**src/rtl/asip_mem_pkg.sv**
```systemverilog
// asip_mem_pkg: shared FSM encoding and lane-index sizing for the memory stage
package asip_mem_pkg;
  localparam int VECTOR_SIZE = 4;
  localparam int LANE_BITS = $clog2(VECTOR_SIZE);
  typedef enum logic [1:0] {IDLE, ACCESS, WAIT, DONE} mem_state_t;
endpackage

```
**src/rtl/mem_lane_collector.sv**
```systemverilog
// mem_lane_collector: per-lane write-enable register file gathering load lanes
module mem_lane_collector
  import asip_mem_pkg::*;
#(
  parameter int registerSize = 8,
  parameter int vectorSize = VECTOR_SIZE
) (
  input  logic                                     clk,
  input  logic                                     reset,
  input  logic                                     clear,
  input  logic                                     wr_en,
  input  logic [LANE_BITS-1:0]                     wr_lane,
  input  logic [registerSize-1:0]                  wr_data,
  output logic [vectorSize-1:0][registerSize-1:0]  lanes_out
);
  logic [vectorSize-1:0][registerSize-1:0] lanes_q;
  always_ff @(posedge clk) begin
    if (reset || clear) lanes_q <= '0;
    else if (wr_en) lanes_q[wr_lane] <= wr_data;
  end
  assign lanes_out = lanes_q;
endmodule

```
**src/rtl/stage_memory.sv**
```systemverilog
// stage_memory: serializes scalar/vector loads and stores onto one lane-wide memory port
module stage_memory
  import asip_mem_pkg::*;
#(
  parameter int registerSize = 8,
  parameter int vectorSize = VECTOR_SIZE,
  parameter int addrWidth = 16
) (
  input  logic                                     clk,
  input  logic                                     reset,
  input  logic                                     valid_in,
  input  logic                                     memRead,
  input  logic                                     memWrite,
  input  logic                                     isVector,
  input  logic [addrWidth-1:0]                     address,
  input  logic [vectorSize-1:0][registerSize-1:0]  storeData,
  input  logic [vectorSize-1:0][registerSize-1:0]  aluResult,
  output logic                                     stall,
  output logic                                     valid_out,
  output logic [vectorSize-1:0][registerSize-1:0]  result_out,
  output logic [addrWidth-1:0]                     mem_addr,
  output logic [registerSize-1:0]                  mem_wdata,
  output logic                                     mem_we,
  input  logic [registerSize-1:0]                  mem_rdata
);
  mem_state_t state_q, state_d;
  logic [LANE_BITS-1:0] lane_q, lane_d, last_lane;
  logic [addrWidth-1:0] base_q;
  logic [vectorSize-1:0][registerSize-1:0] sdata_q, pass_q, lanes;
  logic write_q, vec_q, pass_v_q;
  logic accept, is_mem, accept_mem, in_access, last;
  assign is_mem = memRead | memWrite;
  assign accept = valid_in && (state_q == IDLE || state_q == DONE);
  assign accept_mem = accept && is_mem;
  assign in_access = state_q == ACCESS;
  assign last_lane = vec_q ? LANE_BITS'(vectorSize - 1) : '0;
  assign last = lane_q == last_lane;
  always_comb begin
    state_d = state_q;
    lane_d = lane_q;
    unique case (state_q)
      ACCESS: begin
        state_d = last ? (write_q ? DONE : WAIT) : ACCESS;
        lane_d = lane_q + 1'b1;
      end
      WAIT: state_d = DONE;
      default: begin
        state_d = accept_mem ? ACCESS : IDLE;
        lane_d = accept_mem ? '0 : lane_q;
      end
    endcase
  end
  always_ff @(posedge clk) begin
    if (reset) begin
      state_q <= IDLE;
      lane_q <= '0;
      base_q <= '0;
      sdata_q <= '0;
      pass_q <= '0;
      write_q <= 1'b0;
      vec_q <= 1'b0;
      pass_v_q <= 1'b0;
    end else begin
      state_q <= state_d;
      lane_q <= lane_d;
      pass_v_q <= accept && !is_mem;
      if (accept && !is_mem) pass_q <= aluResult;
      if (accept_mem) begin
        base_q <= address;
        sdata_q <= storeData;
        write_q <= memWrite;
        vec_q <= isVector;
      end
    end
  end
  // load data for lane N arrives while lane N+1 is issued; WAIT catches the final lane
  mem_lane_collector #(.registerSize(registerSize), .vectorSize(vectorSize)) u_collector (
    .clk(clk),
    .reset(reset),
    .clear(accept_mem && !memWrite),
    .wr_en((in_access && !write_q && lane_q != '0) || state_q == WAIT),
    .wr_lane(state_q == WAIT ? last_lane : lane_q - 1'b1),
    .wr_data(mem_rdata),
    .lanes_out(lanes)
  );
  assign stall = in_access || state_q == WAIT || accept_mem;
  assign valid_out = state_q == DONE || pass_v_q;
  assign result_out = state_q == DONE ? (write_q ? '0 : lanes) : (pass_v_q ? pass_q : '0);
  // a reset arriving mid-store must not let the in-flight lane reach memory
  assign mem_we = in_access && write_q && !reset;
  assign mem_addr = in_access ? base_q + addrWidth'(lane_q) : '0;
  assign mem_wdata = in_access && write_q ? sdata_q[lane_q] : '0;
endmodule
```
**config.mk**
```make
export PLATFORM = sky130hd
export DESIGN_NAME = stage_memory
export DESIGN_NICKNAME = d
export VERILOG_FILES = /design/src/rtl/asip_mem_pkg.sv /design/src/rtl/mem_lane_collector.sv /design/src/rtl/stage_memory.sv
export SDC_FILE = /design/constraint.sdc
export NUM_CORES = 1
export LEC_CHECK = 0
export BUFFER_PORTS_ARGS = -buffer_cell sky130_fd_sc_hd__buf_2
export CAP_MARGIN = 20
export CORE_UTILIZATION = 30
export CTS_CLUSTER_SIZE = 28
export DETAILED_ROUTE_END_ITERATION = 16
export HOLD_SLACK_MARGIN = 0.08
export MAX_ROUTING_LAYER = met4
export PLACE_DENSITY_LB_ADDON = 0.12
export SYNTH_ARGS = -nofsm -noshare
export SYNTH_HDL_FRONTEND = slang
export SYNTH_SLANG_ARGS = --single-unit
```
**constraint.sdc**
```tcl
create_clock -name clk -period 4.8 [get_ports clk]
set_input_delay 0.24 -clock clk [delete_from_list [all_inputs] [get_ports clk]]
set_output_delay 0.24 -clock clk [all_outputs]
set_load 0.05 [all_outputs]
```
# Word level (Yosys, flattened, before mapping)
# Index checks and enable logic that the tools add are counted.
dict set report classes {
  n_mux 18
  n_reduce_logical 23
  multipliers 0
  n_lt_le_gt_ge 3
  eq_ne 4
  addsub 3
  n_div 0
  bitwise_logic 2
  shifts 0
}
# cell count
set ops {}
lappend ops {{2-to-1 mux 32 bit} 3}
lappend ops {{bitwise mux 32 bit} 1}
lappend ops {{2-to-1 mux 8 bit} 3}
lappend ops {{adder 16 x 2 -> 16 bit} 1}
lappend ops {{binary-select mux 8 bit (select 2 bit)} 1}
lappend ops {{demux 8 bit (select 2 bit)} 1}
lappend ops {{2-to-1 mux 16 bit} 1}
lappend ops {{logical AND 1 bit} 9}
lappend ops {{2-to-1 mux 2 bit} 4}
lappend ops {{case mux 2 bit (2 select lines)} 2}
lappend ops {{logical OR 1 bit} 6}
lappend ops {{less-than comparator 2 x 3 -> 1 bit, second input constant} 2}
lappend ops {{equality test 2 bit, second input constant} 2}
lappend ops {{logical NOT 1 bit} 4}
lappend ops {{nonzero test 2 bit} 2}
lappend ops {{adder 2 x 1 -> 2 bit, second input constant} 1}
lappend ops {{equality test 2 x 1 -> 1 bit, second input constant} 1}
lappend ops {{equality test 2 bit} 1}
lappend ops {{>= comparator 2 x 1 -> 1 bit, second input constant} 1}
lappend ops {{logical NOT 2 bit} 1}
lappend ops {{2-to-1 mux 1 bit} 2}
lappend ops {{AND reduction 2 bit} 1}
lappend ops {{subtractor 2 x 1 -> 2 bit, second input constant} 1}
lappend ops {{NOT 1 bit} 1}
lappend ops {{bitwise OR 1 bit} 1}
dict set report totals {
  memories 0
  register_bits 119
  out_inout_bits 59
  elab_cells 71
  ramBits 0
  latchBits 0
  rom_bits 0
  in_bits 94
}

# Logic depth before layout (Yosys ltp)
# Gate-level depths: netlist of the first run.
dict set report logic_depth {
  ltp_word 7
  depth_mapped 8
}

# Hierarchy
# From an unflattened synthesis of the first run, not the netlist that was laid out.
dict set report hier_totals {
  hier_cells 643
  area_unflattened_um2 5547.8
}
# mod n_inst cells_each area_per_inst_um2
set modules_own_cells {}
lappend modules_own_cells {stage_memory 1 521 4134.0}
lappend modules_own_cells {mem_lane_collector 1 122 1413.9}

# Worst setup path after synthesis of the first run
# No wires, ideal clock.
dict set report synth_path {
  path_kind {register to output}
  startpoint {reg lane_q[0]}
  endpoint {out mem_addr[5]}
  t_required_ns 4.560
  arrival_time_ns 2.238
  setup_slack_ns 2.322
  stages_incl_launch_ff 5
  path_cell_list {dfxtp_1 > ha_1 > a21oi_1 > or3_1 > a21boi_0}
}
dict set report synth_between {
  elab_chain_len 2
}
# element line_no
set synth_lines {}
lappend synth_lines {{start, declared} stage_memory.sv:27} ;# logic [LANE_BITS-1:0] lane_q, lane_d, last_lane;
lappend synth_lines {{start signal, assigned} stage_memory.sv:65} ;# lane_q <= lane_d;
lappend synth_lines {{adder 16 x 2 -> 16 bit} stage_memory.sv:91} ;# assign mem_addr = in_access ? base_q + addrWidth'(lane_q) : '0;
lappend synth_lines {{2-to-1 mux 16 bit} stage_memory.sv:91}
lappend synth_lines {{end, declared} stage_memory.sv:21} ;# output logic [addrWidth-1:0] mem_addr,
# No other way between the ends.

# Final worst setup path of the first run
dict set report layout_path {
  startpoint {reg lane_q[0]}
  endpoint {out mem_addr[12]}
}
# The elaborated chain is that of the path after synthesis.

==> flow_summary.rst, run 1 <==
.. list-table::
   :header-rows: 1

   * - Metric
     - Value
   * - Outcome
     - complete, no violations
   * - DRT Pass-1 Iters
     - 4
   * - Boundary pin count
     - 153
   * - Register bit total from synthesis
     - 119
   * - Number of hold violations in the final report
     - 0
   * - Overflow left after global routing
     - 0
   * - Post-CTS clock slew at the launch and capture registers of the worst setup and hold paths
     - 0.05 ns
   * - Dominant synthesized flop cell
     - sky130_fd_sc_hd__dfxtp_1
   * - Worst min-delay path class
     - in -> reg
   * - Number of buffers inserted during clock tree synthesis
     - 17
   * - Cell family contributing the most delay on the critical path
     - flip-flops
   * - Vias after detailed routing
     - 4978
   * - Aggregate routed wire length
     - 15200 um
   * - Critical path cell sequence
     - ha_1, fa_1, and4_1, nand4_1, xnor2_1, and2_1, buf_2
   * - Total area of sequential cells
     - 0.00238 mm^2
   * - Vert. Die Dim
     - 135 um
   * - Critical path data required time
     - 4.56 ns
   * - Number of global-route vias before repair
     - 4869
   * - Number of flops mapped to enable cells by yosys
     - 0
   * - Worst-case headroom to the max-slew limit
     - 36.5%
   * - Final setup violation count
     - 0
   * - Worst setup path category
     - reg -> out
   * - H-tree levels
     - 4
   * - Pwr/cell area
     - 336 mW/mm^2
   * - Category of the worst setup path capture point
     - primary output
   * - Initial cell density of the core
     - 30.7%
   * - Area after DPL
     - 0.00623 mm^2
   * - Number of antenna violations at the first check in global routing
     - 1
   * - Ratio of final minimum period to clock period
     - 63.7%
   * - Crit path buffers/inverters
     - 1
   * - Most common library cell in the layout ignoring fill and taps
     - sky130_fd_sc_hd__nand2_1
   * - P&R area growth vs syn
     - 43.8%
   * - Horizontal die dimension
     - 135 um
   * - Transition time at the pin with the least slew margin
     - 0.953 ns
   * - Static Leak
     - 3.44 nW
   * - TritonCTS clock tree
     - done
   * - RSZ-0062 raised after global routing
     - false
   * - Crit-path max FO
     - 15
   * - Top library cells by usage in the layout, fill and taps aside
     - sky130_fd_sc_hd__nand2_1 (170), sky130_fd_sc_hd__buf_2 (152), sky130_fd_sc_hd__dfxtp_1 (119)
   * - Later-pin clock latency in the skew report
     - 0.42 ns
   * - IR Drop Worst-Case VDD
     - 0.000257 V
   * - Core footprint
     - 0.0173 mm^2
   * - Post-synth ARST share
     - 0%
   * - FMAX
     - 0.327 GHz
   * - Final worst path period need
     - 3.06 ns
   * - Final Slew Violations
     - 0
   * - Syn_area_per_cell
     - 8.51 um^2
   * - NumNets Final
     - 938
   * - Number of instances in the synthesized netlist
     - 623
   * - Std cell rows
     - 48
   * - Final instance area
     - 0.00763 mm^2
   * - Crit-path max cell delay
     - 0.83 ns
   * - Seq/Total Area, Yosys
     - 44.9%
   * - Hpwl dp
     - 10000 um
   * - Floorplan die area
     - 0.0182 mm^2
   * - Crit path max-delay cell type
     - sky130_fd_sc_hd__dfxtp_1
   * - CTS Buffer Depth
     - 2
   * - Largest net degree at the start of global routing
     - 88
   * - Setup ws final
     - 1.74 ns
   * - Post-route DRC violation count
     - 0
   * - Startpoint Class
     - register
   * - First-pass GRT wire length
     - 24100 um
   * - Area of the multi-input gates
     - 0.00271 mm^2
   * - DRC violation total after the first TritonRoute iteration
     - 300
   * - Total design power
     - 2.56 mW
   * - Clock sink count
     - 119
   * - Arrival time worst endpoint
     - 2.82 ns
   * - Placer Congestion
     - 0.827
   * - Antenna-violating nets left
     - 0
   * - Vias per cell
     - 4.63
   * - Number of distinct library cells after synthesis
     - 45
   * - Post-Synthesis Net Count
     - 724
   * - Proportion of layout cells with a drive suffix above 1
     - 24.7%
   * - Warning count from the yosys run
     - 0
   * - Fin Hold WS
     - 0.0996 ns
   * - Wirelength per Cell
     - 14.1 um
   * - Aggregate negative setup slack
     - 0 ns
   * - Post-synthesis cell area
     - 0.00530 mm^2
   * - Clock tree root buffer cell
     - sky130_fd_sc_hd__clkbuf_16
   * - Setup clock skew after layout
     - 0.00563 ns
   * - Layout fillers
     - 1771
   * - Overall fraction of global-route tracks in use
     - 17.7%
   * - Worst setup slack before clock tree synthesis
     - 2.13 ns
   * - Max-cap violation count
     - 0
   * - Number of port buffers
     - 152
## cell families after synthesis
| family | share of synthesized area, % |
|---|---|
| buffers and inverters | 4.03 |
| and+or+nand+nor | 22.0 |
| DFF | 44.9 |
| AOI/OAI and AO/OA | 15.4 |
| xor gates and xnor gates | 1.65 |
| adders and majority gates | 1.79 |
| muxes | 10.2 |
## flip-flops by register name, summed over array words and instances (netlist names)
name / flops
pass_q: 32
sdata_q: 32
u_collector.lanes_out: 32
base_q: 16
lane_q: 2
state_q: 2
pass_v_q: 1
vec_q: 1
write_q: 1
## synthesized netlist by cell type, types with 3 or more instances
cell / instances / area [um^2]
sky130_fd_sc_hd__and3_1: 4 / 25.0
sky130_fd_sc_hd__dfxtp_1: 119 / 2380
sky130_fd_sc_hd__mux2i_1: 35 / 350
sky130_fd_sc_hd__mux4_1: 3 / 78.8
sky130_fd_sc_hd__nand2_1: 170 / 638
sky130_fd_sc_hd__nor2_1: 41 / 154
sky130_fd_sc_hd__nand2b_1: 4 / 25.0
sky130_fd_sc_hd__mux4_2: 5 / 113
sky130_fd_sc_hd__xor2_1: 3 / 26.3
sky130_fd_sc_hd__nand3_1: 5 / 25.0
sky130_fd_sc_hd__and4_1: 3 / 26.3
sky130_fd_sc_hd__ha_1: 6 / 75.1
sky130_fd_sc_hd__a21oi_1: 83 / 415
sky130_fd_sc_hd__inv_1: 6 / 22.5
sky130_fd_sc_hd__xnor2_1: 7 / 61.3
sky130_fd_sc_hd__nor2b_1: 10 / 62.6
sky130_fd_sc_hd__buf_2: 9 / 45.0
sky130_fd_sc_hd__a22o_1: 32 / 280
sky130_fd_sc_hd__clkbuf_1: 33 / 124
sky130_fd_sc_hd__o21ai_0: 4 / 20.0
sky130_fd_sc_hd__and2_1: 13 / 81.3
sky130_fd_sc_hd__nand4_1: 3 / 18.8
## timing repair
| action | 4_1_cts | 5_1_grt |
|---|---|---|
| setup buffers | 0 | 0 |
| hold endpoints to repair | 79 | 0 |
| resized for setup | 0 | 0 |
| hold buffers | 79 | 0 |
## per-layer routing
layer  vias to the layer above  part of all wire [%]  GRT usage (%)  wire length, um
met5                         -                     0              -                0
met4                         0                   1.1           6.43              162
met3                        10                   4.1           4.32              614
met2                       114                    47           27.8             7180
met1                      2315                    48           22.1             7200
li1                       2539                     -              -                -
## metrics by stage
stage	utilization, %	cells
after floorplan	-	623
after global placement	35.9	962
after detailed placement	36.0	963
after CTS	44.0	1074
after global routing	44.1	1076
final	44.1	1076
## tightest hold or removal path, stage by stage
cell	delay (ns)
sky130_fd_sc_hd__buf_2	0.10
sky130_fd_sc_hd__nand2_1	0.06
sky130_fd_sc_hd__a21oi_1	0.06
## worst paths after layout
check | from | depth (start not counted) | end | slack [ns]
max | lane_q[0] | 7 | mem_addr[12] | 1.74
min | storeData[4] | 3 | sdata_q[4] | 0.1
max reg2reg | lane_q[0] | 6 | u_collector.lanes_out[30] | 2.41
min reg2reg | pass_q[19] | 2 | pass_q[19] | 0.45
## area by class of cell
cell class                      instances  share of cell area (%)
Inverter                                6                   0.295
Multi-Input combinational cell        453                    35.5
Tap cell                              225                    3.69
Timing Repair Buffer                  240                    21.5
Antenna cell                            1                  0.0328
Sequential cell                       119                    31.2
Clock inverter                         14                    1.95
Clock buffer                           18                    5.76
## report_power, final
part | leakage (nW) | internal (mW) | switching, mW
logic | 2.19 | 0.123 | 0.126
registers | 0.968 | 1.03 | 0.0275
clock network | 0.279 | 0.779 | 0.481
total | 3.44 | 1.93 | 0.635
Note: power is estimated with default switching activity, not from simulation.
==> run 2, diff against run 1 <==
- clock period: 4.8 -> 2.6 ns (I/O delays scaled with it)
==> run 2 against run 1 <==
- clock power grew 82%
- routed wire length grew 1.4%
- first-iteration DRC count shrank 29%
- worst hold slack gained 0.0096 ns
- critical path type unchanged
- register-to-register slack lost 1.9 ns
- critical endpoint is now mem_addr[13]
- core utilization grew 0.74 points
- largest cell class unchanged
- clock skew grew 0.0029 ns
- sequential power grew 85%
- power grew 84%
- die area is the same
- setup slack lost 1.6 ns
==> flow_summary.rst, run 2 (synthesized netlist as in run 1, its figures left out) <==
.. list-table::
   :header-rows: 1

   * - Metric
     - Value
   * - Outcome
     - complete, no violations
   * - Std cell rows
     - 48 (unchanged)
   * - Area of the multi-input gates
     - 0.00272 mm^2 (+0.14%)
   * - Antenna-violating nets left
     - 0 (unchanged)
   * - IR Drop Worst-Case VDD
     - 0.000440 V (+71%)
   * - RSZ-0062 raised after global routing
     - false
   * - Worst setup path category
     - reg -> out
   * - Vias per cell
     - 4.65 (+0.51%)
   * - Floorplan die area
     - 0.0182 mm^2 (unchanged)
   * - Number of antenna violations at the first check in global routing
     - 0 (-1)
   * - Wirelength per Cell
     - 14.1 um (+0.29%)
   * - Worst min-delay path class
     - in -> reg
   * - Overflow left after global routing
     - 0 (unchanged)
   * - Most common library cell in the layout ignoring fill and taps
     - sky130_fd_sc_hd__nand2_1
   * - Vias after detailed routing
     - 5059 (+1.6%)
   * - Reg2Reg Depth
     - 7 (+1)
   * - Worst-case headroom to the max-slew limit
     - 41.7% (+5.3 points)
   * - Post-CTS clock slew at the launch and capture registers of the worst setup and hold paths
     - 0.05 ns (about the same)
   * - Final setup violation count
     - 0 (unchanged)
   * - Aggregate negative setup slack
     - 0 ns (unchanged)
   * - Static Leak
     - 3.50 nW (+2.0%)
   * - Startpoint of the most critical register-to-register path
     - lane_q[1]
   * - Boundary pin count
     - 153 (unchanged)
   * - Vert. Die Dim
     - 135 um (unchanged)
   * - Critical path data required time
     - 2.47 ns (-2.09 ns)
   * - Number of buffers inserted during clock tree synthesis
     - 17 (unchanged)
   * - Total area of sequential cells
     - 0.00238 mm^2 (unchanged)
   * - Aggregate routed wire length
     - 15400 um (+1.4%)
   * - Core footprint
     - 0.0173 mm^2 (unchanged)
   * - Startpoint Class
     - register
   * - Crit-path max cell delay
     - 0.40 ns (-0.43 ns)
   * - Hpwl dp
     - 10400 um (+3.6%)
   * - Post-route DRC violation count
     - 0 (unchanged)
   * - Cell family contributing the most delay on the critical path
     - simple AND/OR/NAND/NOR gates
   * - Number of global-route vias before repair
     - 4845 (-0.49%)
   * - Placer Congestion
     - 0.804 (-2.8%)
   * - Crit path buffers/inverters
     - 1 (unchanged)
   * - Number of stages on the worst setup path
     - 6 (-1)
   * - Clock tree root buffer cell
     - sky130_fd_sc_hd__clkbuf_16
   * - DRT Pass-1 Iters
     - 5 (+1)
   * - Max-cap violation count
     - 0 (unchanged)
   * - Later-pin clock latency in the skew report
     - 0.41 ns (about the same)
   * - Category of the worst setup path capture point
     - primary output
   * - CTS Buffer Depth
     - 2 (unchanged)
   * - Critical path cell sequence
     - ha_1, a21oi_1, and4bb_1, and3_1, mux2i_1, buf_2
   * - Ratio of final minimum period to clock period
     - 94.7%
   * - Post-layout util
     - 44.8% (+0.74 points)
   * - Transition time at the pin with the least slew margin
     - 0.870 ns (-0.0831 ns)
   * - Proportion of layout cells with a drive suffix above 1
     - 24.9% (+0.21 points)
   * - Final antenna diode count
     - 0 (-1)
   * - Setup clock skew after layout
     - 0.00852 ns (+0.00289 ns)
   * - First-pass GRT wire length
     - 24200 um (+0.40%)
   * - Top library cells by usage in the layout, fill and taps aside
     - sky130_fd_sc_hd__nand2_1 (170), sky130_fd_sc_hd__buf_2 (150), sky130_fd_sc_hd__dfxtp_1 (119)
   * - FMAX
     - 0.406 GHz
   * - Setup slack, reg-to-reg
     - 0.53 ns (-1.88 ns)
   * - Pwr/cell area
     - 607 mW/mm^2 (+81%)
   * - P&R area growth vs syn
     - 46.2%
   * - Critical R2R Capture
     - u_collector.lanes_out[30]
   * - Arrival time worst endpoint
     - 2.33 ns (-0.49 ns)
   * - Horizontal die dimension
     - 135 um (unchanged)
   * - NumNets Final
     - 951 (+1.4%)
   * - CP Capture Point
     - mem_addr[13]
   * - Final worst path period need
     - 2.46 ns
   * - DRC violation total after the first TritonRoute iteration
     - 213 (-29%)
   * - Number of hold violations in the final report
     - 0 (unchanged)
   * - Worst setup path start
     - lane_q[1]
   * - Number of port buffers
     - 152 (unchanged)
   * - Largest net degree at the start of global routing
     - 44 (-50%)
   * - Overall fraction of global-route tracks in use
     - 17.7% (-0.036 points)
   * - Final Slew Violations
     - 0 (unchanged)
   * - H-tree levels
     - 4 (unchanged)
   * - TritonCTS clock tree
     - done
   * - Clock sink count
     - 119 (unchanged)
   * - Crit path max-delay cell type
     - sky130_fd_sc_hd__dfxtp_1
   * - Crit-path max FO
     - 6 (-9)
   * - Layout fillers
     - 1754 (-0.96%)
   * - Post-CTS Repair Setup Buffers
     - 0 (unchanged)
   * - Initial cell density of the core
     - 30.7% (unchanged)
run 2: worst min-delay path, stage by stage:
cell                      delay (ns)
sky130_fd_sc_hd__buf_2          0.18
sky130_fd_sc_hd__mux2i_1        0.09
sky130_fd_sc_hd__nor2_1         0.07
run 2: area by class of cell:
type | count | share of cell area [%]
well taps | 225 | 3.63
flip-flops and latches | 119 | 30.7
multi-input cells | 453 | 35.0
inverters | 6 | 0.290
clock inverters | 12 | 1.65
repair buffers | 253 | 22.8
clock buffers | 20 | 5.89
run 2: where the power goes:
part           internal [mW]  switching, mW  total [mW]
sequential              1.89         0.0463        1.94
clock                   1.46          0.831        2.29
combinational          0.239          0.240       0.479
total                   3.59           1.12        4.71
run 2: timing repair:
item                                   CTS  global route
resized for setup                        0             4
endpoints found under the hold margin  107             0
setup endpoints to repair                0             4
hold buffers                            88             0
run 2: worst min-delay path by stage:
| stage | slack [ns] | depth (start not counted) | start | to |
|---|---|---|---|---|
| CTS | 0.08 | 3 | mem_rdata[1] | u_collector.lanes_out[1] |
| floorplan | 0.27 | 2 | storeData[0] | sdata_q[0] |
| finish | 0.11 | 3 | mem_rdata[1] | u_collector.lanes_out[1] |
| global route | 0.09 | 3 | mem_rdata[1] | u_collector.lanes_out[1] |
| global placement | 0.37 | 3 | aluResult[30] | pass_q[30] |
| detailed placement | 0.38 | 3 | aluResult[29] | pass_q[29] |
run 2: metrics by stage:
| step | setup WS (ns) | hold WS (ns) | area, um^2 | power, mW | instances |
|---|---|---|---|---|---|
| 2_1_floorplan | 0.232 | 0.266 | 5300 | 2.20 | 623 |
| 3_3_place_gp | 0.569 | 0.371 | 6280 | 2.35 | 968 |
| 3_5_place_dp | 0.490 | 0.377 | 6280 | 2.36 | 968 |
| 4_1_cts | 0.0773 | 0.0828 | 7750 | 4.77 | 1088 |
| 5_1_grt | 0.00951 | 0.0938 | 7750 | 4.91 | 1088 |
| 6_report | 0.138 | 0.109 | 7750 | 4.71 | 1088 |
run 2: layer usage:
layer	wire, um	vias to the layer above	share of wire (%)	track usage, %
li1	-	2573	-	-
met4	242	0	1.6	6.55
met1	7380	2359	48	22.6
met2	7160	110	47	27.7
met3	583	17	3.8	3.30
met5	0	-	0	-
==> run 3, diff against run 2 <==
- ABC_AREA: unset -> 1
==> run 3 against run 2 <==
- sequential share of layout area down 1.3 points
- largest power group unchanged
- sequential cell count unchanged
- clock power about the same
- setup slack better by 0.13 ns
- highest routed layer unchanged
- synthesized area up 7.4%
- fmax up 5.7%
- clock skew down 0.0010 ns
- critical endpoint is now mem_addr[12]
- core utilization down 1.4 points
==> flow_summary.rst, run 3 <==
.. list-table::
   :header-rows: 1

   * - Metric
     - Value
   * - Wirelength per Cell
     - 14.0 um (-0.78%)
   * - Area of the multi-input gates
     - 0.00287 mm^2 (+5.7%)
   * - Number of flops mapped to enable cells by yosys
     - 0 (unchanged)
   * - Largest net degree at the start of global routing
     - 41 (-6.8%)
   * - Setup ws final
     - 0.271 ns (+0.133 ns)
   * - Top library cells by usage in the layout, fill and taps aside
     - sky130_fd_sc_hd__nor2_1 (231), sky130_fd_sc_hd__buf_2 (152), sky130_fd_sc_hd__dfxtp_1 (119)
   * - Critical path data required time
     - 2.47 ns (about the same)
   * - Vias after detailed routing
     - 5986 (+18%)
   * - DRC violation total after the first TritonRoute iteration
     - 298 (+40%)
   * - Switching fraction of total power
     - 25.3% (+1.5 points)
   * - Switch Pwr
     - 1.24 mW (+11%)
   * - Pwr/cell area
     - 606 mW/mm^2 (-0.19%)
   * - Area fraction of the dominant cell type after synthesis
     - 41.8% (-3.1 points)
   * - Number of hold violations in the final report
     - 0 (unchanged)
   * - Placer Congestion
     - 0.839 (+4.3%)
   * - Seq/Total Area, Yosys
     - 41.8% (-3.1 points)
   * - TritonCTS clock tree
     - done
   * - Cell family contributing the most delay on the critical path
     - simple AND/OR/NAND/NOR gates
   * - IR Drop Worst-Case VDD
     - 0.000432 V (-1.7%)
   * - Arrival time worst endpoint
     - 2.20 ns (-0.13 ns)
   * - NumNets Final
     - 1164 (+22%)
   * - Most instantiated library cell after synthesis
     - sky130_fd_sc_hd__nor2_1
   * - Proportion of layout cells with a drive suffix above 1
     - 20.4% (-4.5 points)
   * - Final antenna diode count
     - 0 (unchanged)
   * - Worst-case headroom to the max-slew limit
     - 64.0% (+22 points)
   * - Final Slew Violations
     - 0 (unchanged)
   * - Core footprint
     - 0.0186 mm^2 (+7.8%)
   * - Clock sink count
     - 119 (unchanged)
   * - Layout fillers
     - 2023 (+15%)
   * - Startpoint Class
     - register
   * - Number of antenna violations at the first check in global routing
     - 0 (unchanged)
   * - Number of port buffers
     - 152 (unchanged)
   * - Later-pin clock latency in the skew report
     - 0.42 ns (about the same)
   * - First-pass GRT wire length
     - 29300 um (+21%)
   * - Worst setup path category
     - reg -> out
   * - Main area contributors after synthesis
     - sky130_fd_sc_hd__dfxtp_1 (42%), sky130_fd_sc_hd__nor2_1 (15%), sky130_fd_sc_hd__o21ai_0 (10%), sky130_fd_sc_hd__nand3_1 (7.6%), sky130_fd_sc_hd__nand2_1 (7.3%)
   * - Number of buffers inserted during clock tree synthesis
     - 17 (unchanged)
   * - Total placed cells including tap cells
     - 1188 (+23%)
   * - Category of the worst setup path capture point
     - primary output
   * - Horizontal die dimension
     - 140 um (+3.6%)
   * - Hpwl dp
     - 12300 um (+18%)
   * - RSZ-0062 raised after global routing
     - false
   * - P&R area growth vs syn
     - 42.4%
   * - Antenna-violating nets left
     - 0 (unchanged)
   * - H-tree levels
     - 4 (unchanged)
   * - DRT Pass-1 Iters
     - 7 (+2)
   * - Final instance area
     - 0.00810 mm^2 (+4.5%)
   * - Transition time at the pin with the least slew margin
     - 0.540 ns (-0.330 ns)
   * - Post-synth ARST share
     - 0% (unchanged)
   * - Post-Synthesis Net Count
     - 942 (+30%)
   * - Static Leak
     - 3.72 nW (+6.2%)
   * - Internal Dissipation
     - 3.67 mW (+2.2%)
   * - Floorplan die area
     - 0.0195 mm^2 (+7.2%)
   * - Number of global-route vias before repair
     - 5746 (+19%)
   * - Crit path max-delay cell type
     - sky130_fd_sc_hd__dfxtp_1
   * - Critical path cell sequence
     - ha_1, fa_1, nand2_1, nor2_4, nand3_1, o21bai_1, inv_1, nor2_1, buf_2
   * - Ratio of final minimum period to clock period
     - 89.6% (-5.1 points)
   * - Max-cap violation count
     - 0 (unchanged)
   * - Final setup violation count
     - 0 (unchanged)
   * - Final Non-Filler Cells
     - 1309 (+20%)
   * - Crit path buffers/inverters
     - 2 (+1)
   * - Ranking of synthesized cells by instance count
     - sky130_fd_sc_hd__nor2_1 (231), sky130_fd_sc_hd__dfxtp_1 (119), sky130_fd_sc_hd__o21ai_0 (115), sky130_fd_sc_hd__nand2_1 (110), sky130_fd_sc_hd__nand3_1 (87)
   * - Crit-path max FO
     - 6 (unchanged)
   * - Vert. Die Dim
     - 140 um (+3.6%)
   * - Clk pwr share
     - 47.3% (-1.3 points)
   * - Fraction of power consumed by sequential logic
     - 40.3% (-0.9 points)
   * - Post-CTS clock slew at the launch and capture registers of the worst setup and hold paths
     - 0.06 ns (about the same)
   * - Final worst path period need
     - 2.33 ns (-0.133 ns)
   * - Post-route DRC violation count
     - 0 (unchanged)
   * - Aggregate routed wire length
     - 18300 um (+19%)
   * - Area after DPL
     - 0.00661 mm^2 (+5.3%)
   * - Area leader, netlist
     - sky130_fd_sc_hd__dfxtp_1
   * - Outcome
     - complete, no violations
   * - Most common library cell in the layout ignoring fill and taps
     - sky130_fd_sc_hd__nor2_1
   * - Std cell rows
     - 50 (+4.2%)
   * - Post-synthesis cell area
     - 0.00569 mm^2 (+7.4%)
   * - Warning count from the yosys run
     - 0 (unchanged)
   * - Aggregate negative setup slack
     - 0 ns (unchanged)
   * - Worst setup slack before clock tree synthesis
     - 0.686 ns (+0.195 ns)
   * - Setup clock skew after layout
     - 0.00752 ns (-0.000998 ns)
   * - Dominant synthesized flop cell
     - sky130_fd_sc_hd__dfxtp_1
   * - Initial cell density of the core
     - 30.5% (-0.12 points)
   * - Number of distinct library cells after synthesis
     - 32 (-29%)
   * - Combinational power share
     - 12.3% (+2.1 points)
   * - Register bit total from synthesis
     - 119 (unchanged)
   * - Overflow left after global routing
     - 0 (unchanged)
   * - Number of cells upsized or downsized after cts
     - 0 (unchanged)
   * - Crit-path max cell delay
     - 0.37 ns (-0.03 ns)
   * - FMAX
     - 0.429 GHz (+5.7%)
   * - Syn_area_per_cell
     - 6.77 um^2 (-20%)
   * - Boundary pin count
     - 153 (unchanged)
   * - Overall fraction of global-route tracks in use
     - 19.7% (+2.0 points)
   * - Worst min-delay path class
     - in -> reg
   * - Clock tree root buffer cell
     - sky130_fd_sc_hd__clkbuf_16
   * - Total area of sequential cells
     - 0.00238 mm^2 (unchanged)
   * - Vias per cell
     - 4.57 (-1.7%)
   * - Number of instances in the synthesized netlist
     - 841 (+35%)
   * - CTS Buffer Depth
     - 2 (unchanged)
   * - Fin Hold WS
     - 0.124 ns (+0.0146 ns)
run 3: worst paths after layout:
check             slack (ns)                         to  cells past startpoint  startpoint
setup / recovery        0.27               mem_addr[12]                      9   lane_q[0]
hold reg to reg         0.47                  base_q[4]                      2   base_q[4]
setup reg to reg        0.67  u_collector.lanes_out[25]                      7   lane_q[1]
hold / removal          0.12  u_collector.lanes_out[22]                      3    memWrite
run 3: metrics by stage:
step | total power [mW] | utilization [%]
2_1_floorplan | 2.35 | -
3_3_place_gp | 2.52 | 35.3
3_5_place_dp | 2.52 | 35.5
4_1_cts | 4.97 | 43.5
5_1_grt | 5.12 | 43.5
6_report | 4.91 | 43.5
run 3: logic make-up after synthesis:
logic type                 synth area share [%]
xor gates and xnor gates                  0.154
buffers and inverters                      7.74
adders and majority gates                  1.67
AOI/OAI and AO/OA                          15.7
DFF                                        41.8
and+or+nand+nor                            32.9
run 3: tightest hold or removal path, stage by stage:
cell	delay, ns
sky130_fd_sc_hd__buf_2	0.13
sky130_fd_sc_hd__o21ai_4	0.12
sky130_fd_sc_hd__a21oi_1	0.12
run 3: power by group through the flow:
stage          logic (mW)  registers (mW)  clock network, mW
6_report            0.604            1.98               2.32
5_1_grt             0.680            1.99               2.45
4_1_cts             0.609            1.98               2.38
3_5_place_dp        0.505            2.02                  0
3_3_place_gp        0.501            2.02                  0
2_1_floorplan       0.344            2.00                  0
run 3: final cells by class:
type | count | share of cell area, %
multi-input cells | 627 | 35.4
clock buffers | 25 | 6.48
flip-flops and latches | 119 | 29.4
inverters | 40 | 1.91
repair buffers | 258 | 22.4
clock inverters | 6 | 0.787
well taps | 234 | 3.61
run 3: metal layers:
metal | vias up | part of all wire [%] | GRT usage (%)
li1 | 3181 | - | -
met1 | 2617 | 51 | 26.7
met2 | 171 | 43 | 29.1
met3 | 17 | 5.0 | 3.75
met4 | 0 | 1.3 | 6.77
met5 | - | 0 | -
run 3: timing repair:
action	in CTS	in global routing
hold buffers	90	0
endpoints found under the setup margin	0	0
buffers inserted	0	0
hold endpoints to repair	93	0
